**config.mk**
```make
export PLATFORM = sky130hd
export DESIGN_NAME = spi_reg_slave_flat
export DESIGN_NICKNAME = d
export VERILOG_FILES = /design/src/rtl/spi_reg_pkg.sv /design/src/rtl/spi_reg_slave_if.sv /design/src/rtl/spi_sync_edge.sv /design/src/rtl/spi_reg_slave.sv /design/src/flat_wrapper.sv
export SDC_FILE = /design/constraint.sdc
export NUM_CORES = 1
export LEC_CHECK = 0
export CELL_PAD_IN_SITES_DETAIL_PLACEMENT = 1
export CELL_PAD_IN_SITES_GLOBAL_PLACEMENT = 1
export CORE_UTILIZATION = 45
export CTS_BUF_LIST = sky130_fd_sc_hd__clkbuf_4 sky130_fd_sc_hd__clkbuf_8
export CTS_CLUSTER_SIZE = 14
export DETAILED_ROUTE_END_ITERATION = 10
export PLACE_DENSITY_LB_ADDON = 0.1
export SLEW_MARGIN = 5
export SYNTH_ARGS = -nofsm -noshare
export SYNTH_HDL_FRONTEND = slang
export SYNTH_SLANG_ARGS = --single-unit
```
**constraint.sdc**
```tcl
create_clock -name clk -period 5.1 [get_ports clk]
set_clock_uncertainty 0.05 [all_clocks]
set_input_delay 1.02 -clock clk [delete_from_list [all_inputs] [get_ports clk]]
set_output_delay 1.02 -clock clk [all_outputs]
set_load 0.1 [all_outputs]
```
**src/rtl/spi_reg_pkg.sv**
```systemverilog
// rtl/spi_reg_pkg.sv - shared types, field lengths and status layout for the SPI register slave
package spi_reg_pkg;

    typedef enum logic [3:0] {
        ST_IDLE,
        ST_INSTR,
        ST_GAP,
        ST_ADDR,
        ST_WDATA,
        ST_DUMMY,
        ST_RDATA,
        ST_STATUS,
        ST_DONE,
        ST_SKIP
    } state_e;

    localparam logic [7:0] INSTR_WRITE = 8'h00;
    localparam logic [7:0] INSTR_READ  = 8'h01;

    localparam int INSTR_BITS  = 8;
    localparam int GAP_BITS    = 1;
    localparam int ADDR_BITS   = 32;
    localparam int DATA_BITS   = 32;
    localparam int DUMMY_BITS  = 8;
    localparam int STATUS_BITS = 8;

    localparam int STAT_OK      = 0;
    localparam int STAT_ERR     = 1;
    localparam int STAT_TIMEOUT = 2;

    // Number of sck bits a state consumes; zero means sck is ignored there.
    function automatic logic [5:0] field_len(state_e st);
        case (st)
            ST_INSTR:  return 6'(INSTR_BITS);
            ST_GAP:    return 6'(GAP_BITS);
            ST_ADDR:   return 6'(ADDR_BITS);
            ST_WDATA:  return 6'(DATA_BITS);
            ST_DUMMY:  return 6'(DUMMY_BITS);
            ST_RDATA:  return 6'(DATA_BITS);
            ST_STATUS: return 6'(STATUS_BITS);
            default:   return 6'd0;
        endcase
    endfunction

    function automatic logic [STATUS_BITS-1:0] status_byte(logic ok, logic err, logic timeout);
        logic [STATUS_BITS-1:0] s;
        s               = '0;
        s[STAT_OK]      = ok;
        s[STAT_ERR]     = err;
        s[STAT_TIMEOUT] = timeout;
        return s;
    endfunction

endpackage

```
**src/rtl/spi_reg_slave_if.sv**
```systemverilog
// rtl/spi_reg_slave_if.sv - single-beat internal register bus between SPI slave and register file
interface spi_reg_slave_if;
    logic        bus_req;
    logic        bus_we;
    logic [31:0] bus_addr;
    logic [31:0] bus_wdata;
    logic        bus_ack;
    logic        bus_err;
    logic [31:0] bus_rdata;

    modport master (
        output bus_req, bus_we, bus_addr, bus_wdata,
        input  bus_ack, bus_err, bus_rdata
    );

    modport slave (
        input  bus_req, bus_we, bus_addr, bus_wdata,
        output bus_ack, bus_err, bus_rdata
    );
endinterface

```
**src/rtl/spi_sync_edge.sv**
```systemverilog
// rtl/spi_sync_edge.sv - synchronizers for the async SPI pins plus sck edge and ss_n fall detect
module spi_sync_edge #(
    parameter int SYNC_STAGES = 2
) (
    input  logic clk,
    input  logic rst_n,
    input  logic sck,
    input  logic ss_n,
    input  logic mosi,
    output logic sck_rise,
    output logic sck_fall,
    output logic ss_n_s,
    output logic ss_fall,
    output logic mosi_s
);
    logic [SYNC_STAGES-1:0] sck_sync_q, sck_sync_d;
    logic [SYNC_STAGES-1:0] ss_sync_q, ss_sync_d;
    logic [SYNC_STAGES-1:0] mosi_sync_q, mosi_sync_d;
    logic                   sck_prev_q, sck_prev_d;
    logic                   ss_prev_q, ss_prev_d;

    always_comb begin
        sck_sync_d  = {sck_sync_q[SYNC_STAGES-2:0], sck};
        ss_sync_d   = {ss_sync_q[SYNC_STAGES-2:0], ss_n};
        mosi_sync_d = {mosi_sync_q[SYNC_STAGES-2:0], mosi};
        sck_prev_d  = sck_sync_q[SYNC_STAGES-1];
        ss_prev_d   = ss_sync_q[SYNC_STAGES-1];
    end

    // ss_n resets to deselected so a low pin at reset release is not taken as a frame start.
    always_ff @(posedge clk or negedge rst_n) begin
        if (!rst_n) begin
            sck_sync_q  <= '0;
            ss_sync_q   <= '1;
            mosi_sync_q <= '0;
            sck_prev_q  <= 1'b0;
            ss_prev_q   <= 1'b1;
        end else begin
            sck_sync_q  <= sck_sync_d;
            ss_sync_q   <= ss_sync_d;
            mosi_sync_q <= mosi_sync_d;
            sck_prev_q  <= sck_prev_d;
            ss_prev_q   <= ss_prev_d;
        end
    end

    assign sck_rise = sck_sync_q[SYNC_STAGES-1] & ~sck_prev_q;
    assign sck_fall = ~sck_sync_q[SYNC_STAGES-1] & sck_prev_q;
    assign ss_n_s   = ss_sync_q[SYNC_STAGES-1];
    assign ss_fall  = ~ss_sync_q[SYNC_STAGES-1] & ss_prev_q;
    assign mosi_s   = mosi_sync_q[SYNC_STAGES-1];

endmodule

```
**src/rtl/spi_reg_slave.sv**
```systemverilog
// rtl/spi_reg_slave.sv - SPI mode-0 slave turning 89-bit register frames into single-beat bus requests
module spi_reg_slave
    import spi_reg_pkg::*;
#(
    parameter int         SYNC_STAGES = 2,
    parameter int         BUS_TIMEOUT = 32,
    parameter logic [7:0] WRITE_INSTR = INSTR_WRITE,
    parameter logic [7:0] READ_INSTR  = INSTR_READ
) (
    input  logic            clk,
    input  logic            rst_n,
    input  logic            sck,
    input  logic            ss_n,
    input  logic            mosi,
    output logic            miso,
    spi_reg_slave_if.master bus
);
    localparam int TW = $clog2(BUS_TIMEOUT + 1);

    logic sck_rise, sck_fall, ss_n_s, ss_fall, mosi_s;

    spi_sync_edge #(.SYNC_STAGES(SYNC_STAGES)) u_sync (
        .clk      (clk),
        .rst_n    (rst_n),
        .sck      (sck),
        .ss_n     (ss_n),
        .mosi     (mosi),
        .sck_rise (sck_rise),
        .sck_fall (sck_fall),
        .ss_n_s   (ss_n_s),
        .ss_fall  (ss_fall),
        .mosi_s   (mosi_s)
    );

    state_e                 state_q, state_d;
    logic [5:0]             cnt_q, cnt_d, len;
    logic                   field_done;
    logic [DATA_BITS-1:0]   shift_q, shift_d, shift_in;
    logic                   is_read_q, is_read_d;
    logic [ADDR_BITS-1:0]   stage_addr_q, stage_addr_d;
    logic [DATA_BITS-1:0]   stage_wdata_q, stage_wdata_d;
    logic                   pend_q, pend_d;
    logic                   req_q, req_d, we_q, we_d;
    logic [ADDR_BITS-1:0]   addr_q, addr_d;
    logic [DATA_BITS-1:0]   wdata_q, wdata_d;
    logic [TW-1:0]          timer_q, timer_d;
    logic                   discard_q, discard_d;
    logic                   ok_q, ok_d, err_q, err_d, to_q, to_d;
    logic [DATA_BITS-1:0]   rdata_q, rdata_d, rd_word;
    logic [STATUS_BITS-1:0] status_w;
    logic                   miso_q, miso_d;

    assign len      = field_len(state_q);
    assign shift_in = {shift_q[DATA_BITS-2:0], mosi_s};
    assign rd_word  = ok_q ? rdata_q : '0;
    assign status_w = status_byte(ok_q, err_q, to_q);

    always_ff @(posedge clk or negedge rst_n) begin
        if (!rst_n) begin
            state_q <= ST_IDLE;
            cnt_q   <= '0;
        end else begin
            state_q <= state_d;
            cnt_q   <= cnt_d;
        end
    end

    always_comb begin
        state_d    = state_q;
        cnt_d      = cnt_q;
        field_done = 1'b0;
        if (state_q == ST_IDLE) begin
            if (ss_fall) begin
                state_d = ST_INSTR;
                cnt_d   = '0;
            end
        end else if (ss_n_s) begin
            state_d = ST_IDLE;
            cnt_d   = '0;
        end else if (sck_rise && len != 6'd0) begin
            if (cnt_q == len - 6'd1) begin
                field_done = 1'b1;
                cnt_d      = '0;
                case (state_q)
                    ST_INSTR:  state_d = (shift_in[7:0] == WRITE_INSTR || shift_in[7:0] == READ_INSTR)
                                         ? ST_GAP : ST_SKIP;
                    ST_GAP:    state_d = ST_ADDR;
                    ST_ADDR:   state_d = is_read_q ? ST_DUMMY : ST_WDATA;
                    ST_WDATA:  state_d = ST_DUMMY;
                    ST_DUMMY:  state_d = is_read_q ? ST_RDATA : ST_STATUS;
                    ST_RDATA:  state_d = ST_STATUS;
                    ST_STATUS: state_d = ST_DONE;
                    default:   state_d = state_q;
                endcase
            end else begin
                cnt_d = cnt_q + 6'd1;
            end
        end
    end

    always_comb begin
        shift_d       = shift_q;
        is_read_d     = is_read_q;
        stage_addr_d  = stage_addr_q;
        stage_wdata_d = stage_wdata_q;
        pend_d        = pend_q;
        req_d         = req_q;
        we_d          = we_q;
        addr_d        = addr_q;
        wdata_d       = wdata_q;
        timer_d       = timer_q;
        discard_d     = discard_q;
        ok_d          = ok_q;
        err_d         = err_q;
        to_d          = to_q;
        rdata_d       = rdata_q;
        miso_d        = miso_q;

        if (sck_rise && len != 6'd0) shift_d = shift_in;

        if (state_q == ST_IDLE && ss_fall) begin
            ok_d    = 1'b0;
            err_d   = 1'b0;
            to_d    = 1'b0;
            rdata_d = '0;
        end

        // A queued request waits here until any older (possibly discarded) access has dropped.
        if (req_q) begin
            timer_d = timer_q + 1'b1;
            if (bus.bus_ack) begin
                req_d = 1'b0;
                if (!discard_q) begin
                    ok_d    = !bus.bus_err;
                    err_d   = bus.bus_err;
                    rdata_d = bus.bus_rdata;
                end
            end else if (timer_q == TW'(BUS_TIMEOUT - 1)) begin
                req_d = 1'b0;
                if (!discard_q) to_d = 1'b1;
            end
        end else if (pend_q) begin
            req_d     = 1'b1;
            we_d      = !is_read_q;
            addr_d    = stage_addr_q;
            wdata_d   = stage_wdata_q;
            timer_d   = '0;
            pend_d    = 1'b0;
            discard_d = 1'b0;
        end

        if (field_done) begin
            case (state_q)
                ST_INSTR: is_read_d = (shift_in[7:0] == READ_INSTR);
                ST_ADDR: begin
                    stage_addr_d = shift_in;
                    pend_d       = is_read_q;
                end
                ST_WDATA: begin
                    stage_wdata_d = shift_in;
                    pend_d        = 1'b1;
                end
                default: ;
            endcase
        end

        if (state_q != ST_IDLE && ss_n_s) begin
            pend_d = 1'b0;
            if (req_q) discard_d = 1'b1;
        end

        if (ss_n_s) begin
            miso_d = 1'b0;
        end else if (sck_fall) begin
            case (state_q)
                ST_RDATA:  miso_d = rd_word[5'd31 - cnt_q[4:0]];
                ST_STATUS: miso_d = status_w[3'd7 - cnt_q[2:0]];
                default:   miso_d = 1'b0;
            endcase
        end
    end

    always_ff @(posedge clk or negedge rst_n) begin
        if (!rst_n) begin
            shift_q       <= '0;
            is_read_q     <= 1'b0;
            stage_addr_q  <= '0;
            stage_wdata_q <= '0;
            pend_q        <= 1'b0;
            req_q         <= 1'b0;
            we_q          <= 1'b0;
            addr_q        <= '0;
            wdata_q       <= '0;
            timer_q       <= '0;
            discard_q     <= 1'b0;
            ok_q          <= 1'b0;
            err_q         <= 1'b0;
            to_q          <= 1'b0;
            rdata_q       <= '0;
            miso_q        <= 1'b0;
        end else begin
            shift_q       <= shift_d;
            is_read_q     <= is_read_d;
            stage_addr_q  <= stage_addr_d;
            stage_wdata_q <= stage_wdata_d;
            pend_q        <= pend_d;
            req_q         <= req_d;
            we_q          <= we_d;
            addr_q        <= addr_d;
            wdata_q       <= wdata_d;
            timer_q       <= timer_d;
            discard_q     <= discard_d;
            ok_q          <= ok_d;
            err_q         <= err_d;
            to_q          <= to_d;
            rdata_q       <= rdata_d;
            miso_q        <= miso_d;
        end
    end

    assign miso          = miso_q;
    assign bus.bus_req   = req_q;
    assign bus.bus_we    = we_q;
    assign bus.bus_addr  = addr_q;
    assign bus.bus_wdata = wdata_q;

endmodule

```
**src/flat_wrapper.sv**
```systemverilog
// flat-port wrapper written by rule: the top's interface ports become plain ports
module spi_reg_slave_flat import spi_reg_pkg::*;
#(
    parameter int         SYNC_STAGES = 2,
    parameter int         BUS_TIMEOUT = 32,
    parameter logic [7:0] WRITE_INSTR = INSTR_WRITE,
    parameter logic [7:0] READ_INSTR  = INSTR_READ
)
  (clk, rst_n, sck, ss_n, mosi, miso, bus_bus_req, bus_bus_we, bus_bus_addr, bus_bus_wdata, bus_bus_ack, bus_bus_err, bus_bus_rdata);
  spi_reg_slave_if bus_i ();
  input  logic clk;
  input  logic rst_n;
  input  logic sck;
  input  logic ss_n;
  input  logic mosi;
  output logic miso;
  output wire logic [$bits(bus_i.bus_req)-1:0] bus_bus_req;
  output wire logic [$bits(bus_i.bus_we)-1:0] bus_bus_we;
  output wire logic [$bits(bus_i.bus_addr)-1:0] bus_bus_addr;
  output wire logic [$bits(bus_i.bus_wdata)-1:0] bus_bus_wdata;
  input wire logic [$bits(bus_i.bus_ack)-1:0] bus_bus_ack;
  input wire logic [$bits(bus_i.bus_err)-1:0] bus_bus_err;
  input wire logic [$bits(bus_i.bus_rdata)-1:0] bus_bus_rdata;
  assign bus_bus_req = bus_i.bus_req;
  assign bus_bus_we = bus_i.bus_we;
  assign bus_bus_addr = bus_i.bus_addr;
  assign bus_bus_wdata = bus_i.bus_wdata;
  assign bus_i.bus_ack = bus_bus_ack;
  assign bus_i.bus_err = bus_bus_err;
  assign bus_i.bus_rdata = bus_bus_rdata;
  spi_reg_slave #(.SYNC_STAGES(SYNC_STAGES), .BUS_TIMEOUT(BUS_TIMEOUT), .WRITE_INSTR(WRITE_INSTR), .READ_INSTR(READ_INSTR)) u_core (.clk(clk), .rst_n(rst_n), .sck(sck), .ss_n(ss_n), .mosi(mosi), .miso(miso), .bus(bus_i));
endmodule
```
==> summary.txt <==
Detailed routing
  • Vias per cell: 5.33
  • DRT Pass-1 Iters: 6
  • DR iter-0 viols: 221
  • Routed wire per std cell: 18.5 microns
  • DRC violations left: 0
  • Final WL: 20,300 microns
  • Routed Antenna Nets: 0
  • Routed via count: about 5,900

Global route
  • Largest net degree at the start of global routing: 115
  • Grt total ovfl: 0
  • Vias in the first global route: 6,637
  • Initial antenna violation count: 0
  • GRT Total Usage: 0.204
  • First-pass GRT wire length: 34,700 microns

Synthesis
  • Most numerous cell in the Yosys netlist: dfrtp_1
  • Flip-flop and latch count after synthesis: ~220
  • Warnings, synthesis: 0
  • Post-Syn Instances: 689
  • Top cells by area, synth: dfrtp_1 60%, mux2_2 16%, mux2_1 3.8%
  • Share of the synthesized area in the top cell type: 0.598
  • Number of library cell types mapped by synthesis: 56
  • Async set or reset register ratio after synthesis: 1.00
  • Post-synthesis sequential area ratio: 0.606
  • Post-Syn Area: 0.00925 sq mm
  • Syn_nets: 732
  • Post-Syn Area per Cell: 13.4 sq um
  • Cell taking the most area after synthesis: dfrtp_1
  • Commonest cells in the netlist: 221 x dfrtp_1, 130 x mux2_2, 82 x nand2_1, 48 x o21ai_0, 31 x mux2_1
  • Synth Flop Type: dfrtp_1
  • EDFF count, synth: 0

Die
  • Die X: 145 microns
  • Initial Util: 0.459
  • Core Rows: 52
  • Die area: 0.0211 sq mm
  • Core Box Area: 0.0202 sq mm
  • I/O pin cnt: 106
  • Die H: around 150 microns

Setup path
  • Data required, critical path: around 5.5 ns
  • CP arrival: 3.91 ns
  • Cell Chain, Critical Path: inv_1 > nor2_1 > nand2_1 > ha_1 > a31oi_4 > nand4_1 > nor3_4 > buf_4 > mux2_2
  • Crit start category: flop
  • Crit Path Category: flop to flop
  • Crit path largest cell delay: 0.62 ns
  • Crit Path Max Fanout: 31
  • Slowest CP cell: dfrtp_1
  • CP endpoint kind: flop
  • R2R Setup Slk: about 1.5 ns

Final layout
  • Post-layout util: 0.561
  • # diodes: 0
  • Layout area overhead: 22.4%
  • Fin area: about 0.011 sq mm
  • Nets: 844
  • Fill cells: approximately 2,000
  • Fraction of layout cells with a size suffix above 1: 0.271

Pwr
  • Lkg Pwr: around 5.3 nW
  • Pwr Density: 351 mW/mm^2
  • Worst vdd ir: 0.166 mV

Clock tree
  • Setup bufs post-CTS: 0
  • CTS tree: yes
  • PostCTS Resize Cnt: 0
  • CTS Sinks: 224
  • Hold-fix buffers at CTS: 0
  • Max Buffers Root-to-Sink: 3
  • H-tree levels: 2
  • CTS Buf Count: 39
  • Clock latency at the later pin of the worst-skew pair: 0.53 ns
  • Clk root buf: clkbuf_8
  • Clock Pin Slew Worst Setup and Hold Paths: about 0.06 ns

Timing
  • Hold Slack: 0.299 ns
  • Hold Vio Cnt, Final: 0
  • Max-slew violations: 0
  • Unrepaired setup endpoints after global routing: no
  • Fin crit share: 0.698
  • Achievable Freq: approximately 280 MHz
  • Slew HR: 0.306
  • Worst slew pin tran: 1.04 ns
  • Setup TNS: 0 ns
  • Final setup vio count: 0
  • Tmin final: between 3 and 4 ns

Run status
  • Outcome: finished clean

Placed design
  • Dpl hpwl: ~13,000 microns
  • Placement Cell Area: 0.0105 sq mm
  • Port bufs: 105
  • Global placement routability congestion: 0.839

Run
  • Max-cap violations: 0

Min path
  • Hold Crit Class: flop to flop
[registers in the layout, indices dropped and copies added, names as in the netlist, 2 cells and up]
register,cells
u_core.u_sync.mosi_sync_q,2
u_core.timer_q,6
u_core.u_sync.sck_sync_q,2
u_core.cnt_q,6
u_core.bus.bus_addr,32
u_core.stage_wdata_q,32
u_core.state_q,4
u_core.bus.bus_wdata,32
u_core.stage_addr_q,32
u_core.shift_q,31
u_core.rdata_q,32
u_core.u_sync.ss_sync_q,2
[cell usage in the layout, fill, tap and decap left out, types with 4 or more instances in the layout]
cell type        count
clkdlybuf4s50_1    104
or4_1                5
clkbuf_8            47
mux4_2               9
inv_1                7
buf_4                4
ha_1                 4
mux2_2             130
nor2_1              16
nand2_1             82
nand3_1              5
a21oi_1              7
mux2i_1              8
a22oi_1              5
clkinv_2             8
o21ai_0             48
o31ai_1              7
mux2_1              31
dfrtp_1            221
clkbuf_4            12
nor3_1               4
nand2b_1             6
nor4_1               4
[per-layer routing]
layer | global-route usage | routed length [microns]
met5 | 0 | 0
met1 | 0.271 | 9040
met3 | 0.0417 | 917
met4 | 0.0658 | 364
met2 | 0.338 | 9980
[kinds of logic after synthesis]
family | synth area share
fa+ha+maj | 0.00541
xor+xnor | 0.00379
buf+inv | 0.0229
flops | 0.606
compound gates | 0.0595
mux | 0.227
simple gates | 0.0754
[where the power goes]
group	internal (W)	switching, W
registers	0.00184	0.000119
clock network	0.000926	0.000727
logic	0.000162	0.000197
total	0.00293	0.00104
[per-stage QoR]
step	setup slack [ns]	total power, W	std cells
final	1.54	0.00397	1099
after global routing	1.30	0.00415	1099
after CTS	1.57	0.00403	1099
after detailed placement	1.61	0.00236	1030
after global placement	1.82	0.00233	1030
after floorplan	2.18	0.00219	689
[worst max-delay path: cells and delay by family (launching register included)]
kind	cells	cell delay (ns)
buffers and inverters	2	0.57
AND/OR/NAND/NOR	4	0.93
AO/OA/AOI/OAI	1	0.55
multiplexers	1	0.40
adder cells (fa/ha/maj)	1	0.29
flip-flops	1	0.62
[final timing paths]
| kind | startpoint | end | cells after the start |
|---|---|---|---|
| setup / recovery | u_core.state_q[0] | u_core.stage_addr_q[15] | 9 |
| hold / removal | u_core.u_sync.sck_sync_q[0] | u_core.u_sync.sck_sync_q[1] | 0 |
| setup reg to reg | u_core.state_q[0] | u_core.stage_addr_q[15] | 9 |
| hold reg to reg | u_core.u_sync.sck_sync_q[0] | u_core.u_sync.sck_sync_q[1] | 0 |
| max in group asynchronous | rst_n | u_core.bus.bus_addr[17] | 2 |
| min in group asynchronous | rst_n | u_core.rdata_q[23] | 1 |
[area by class of cell]
cell class                 instances  area (sq um)  share of cell area
inverter                           7          26.3             0.00232
multi-input combinational        419          3450               0.305
clock buffer                      59           737              0.0651
tap                              270           338              0.0298
clock inverter                    10          56.3             0.00497
sequential                       224          5610               0.495
timing repair buffer             110          1110              0.0977
(Power assumes the default switching activity.)
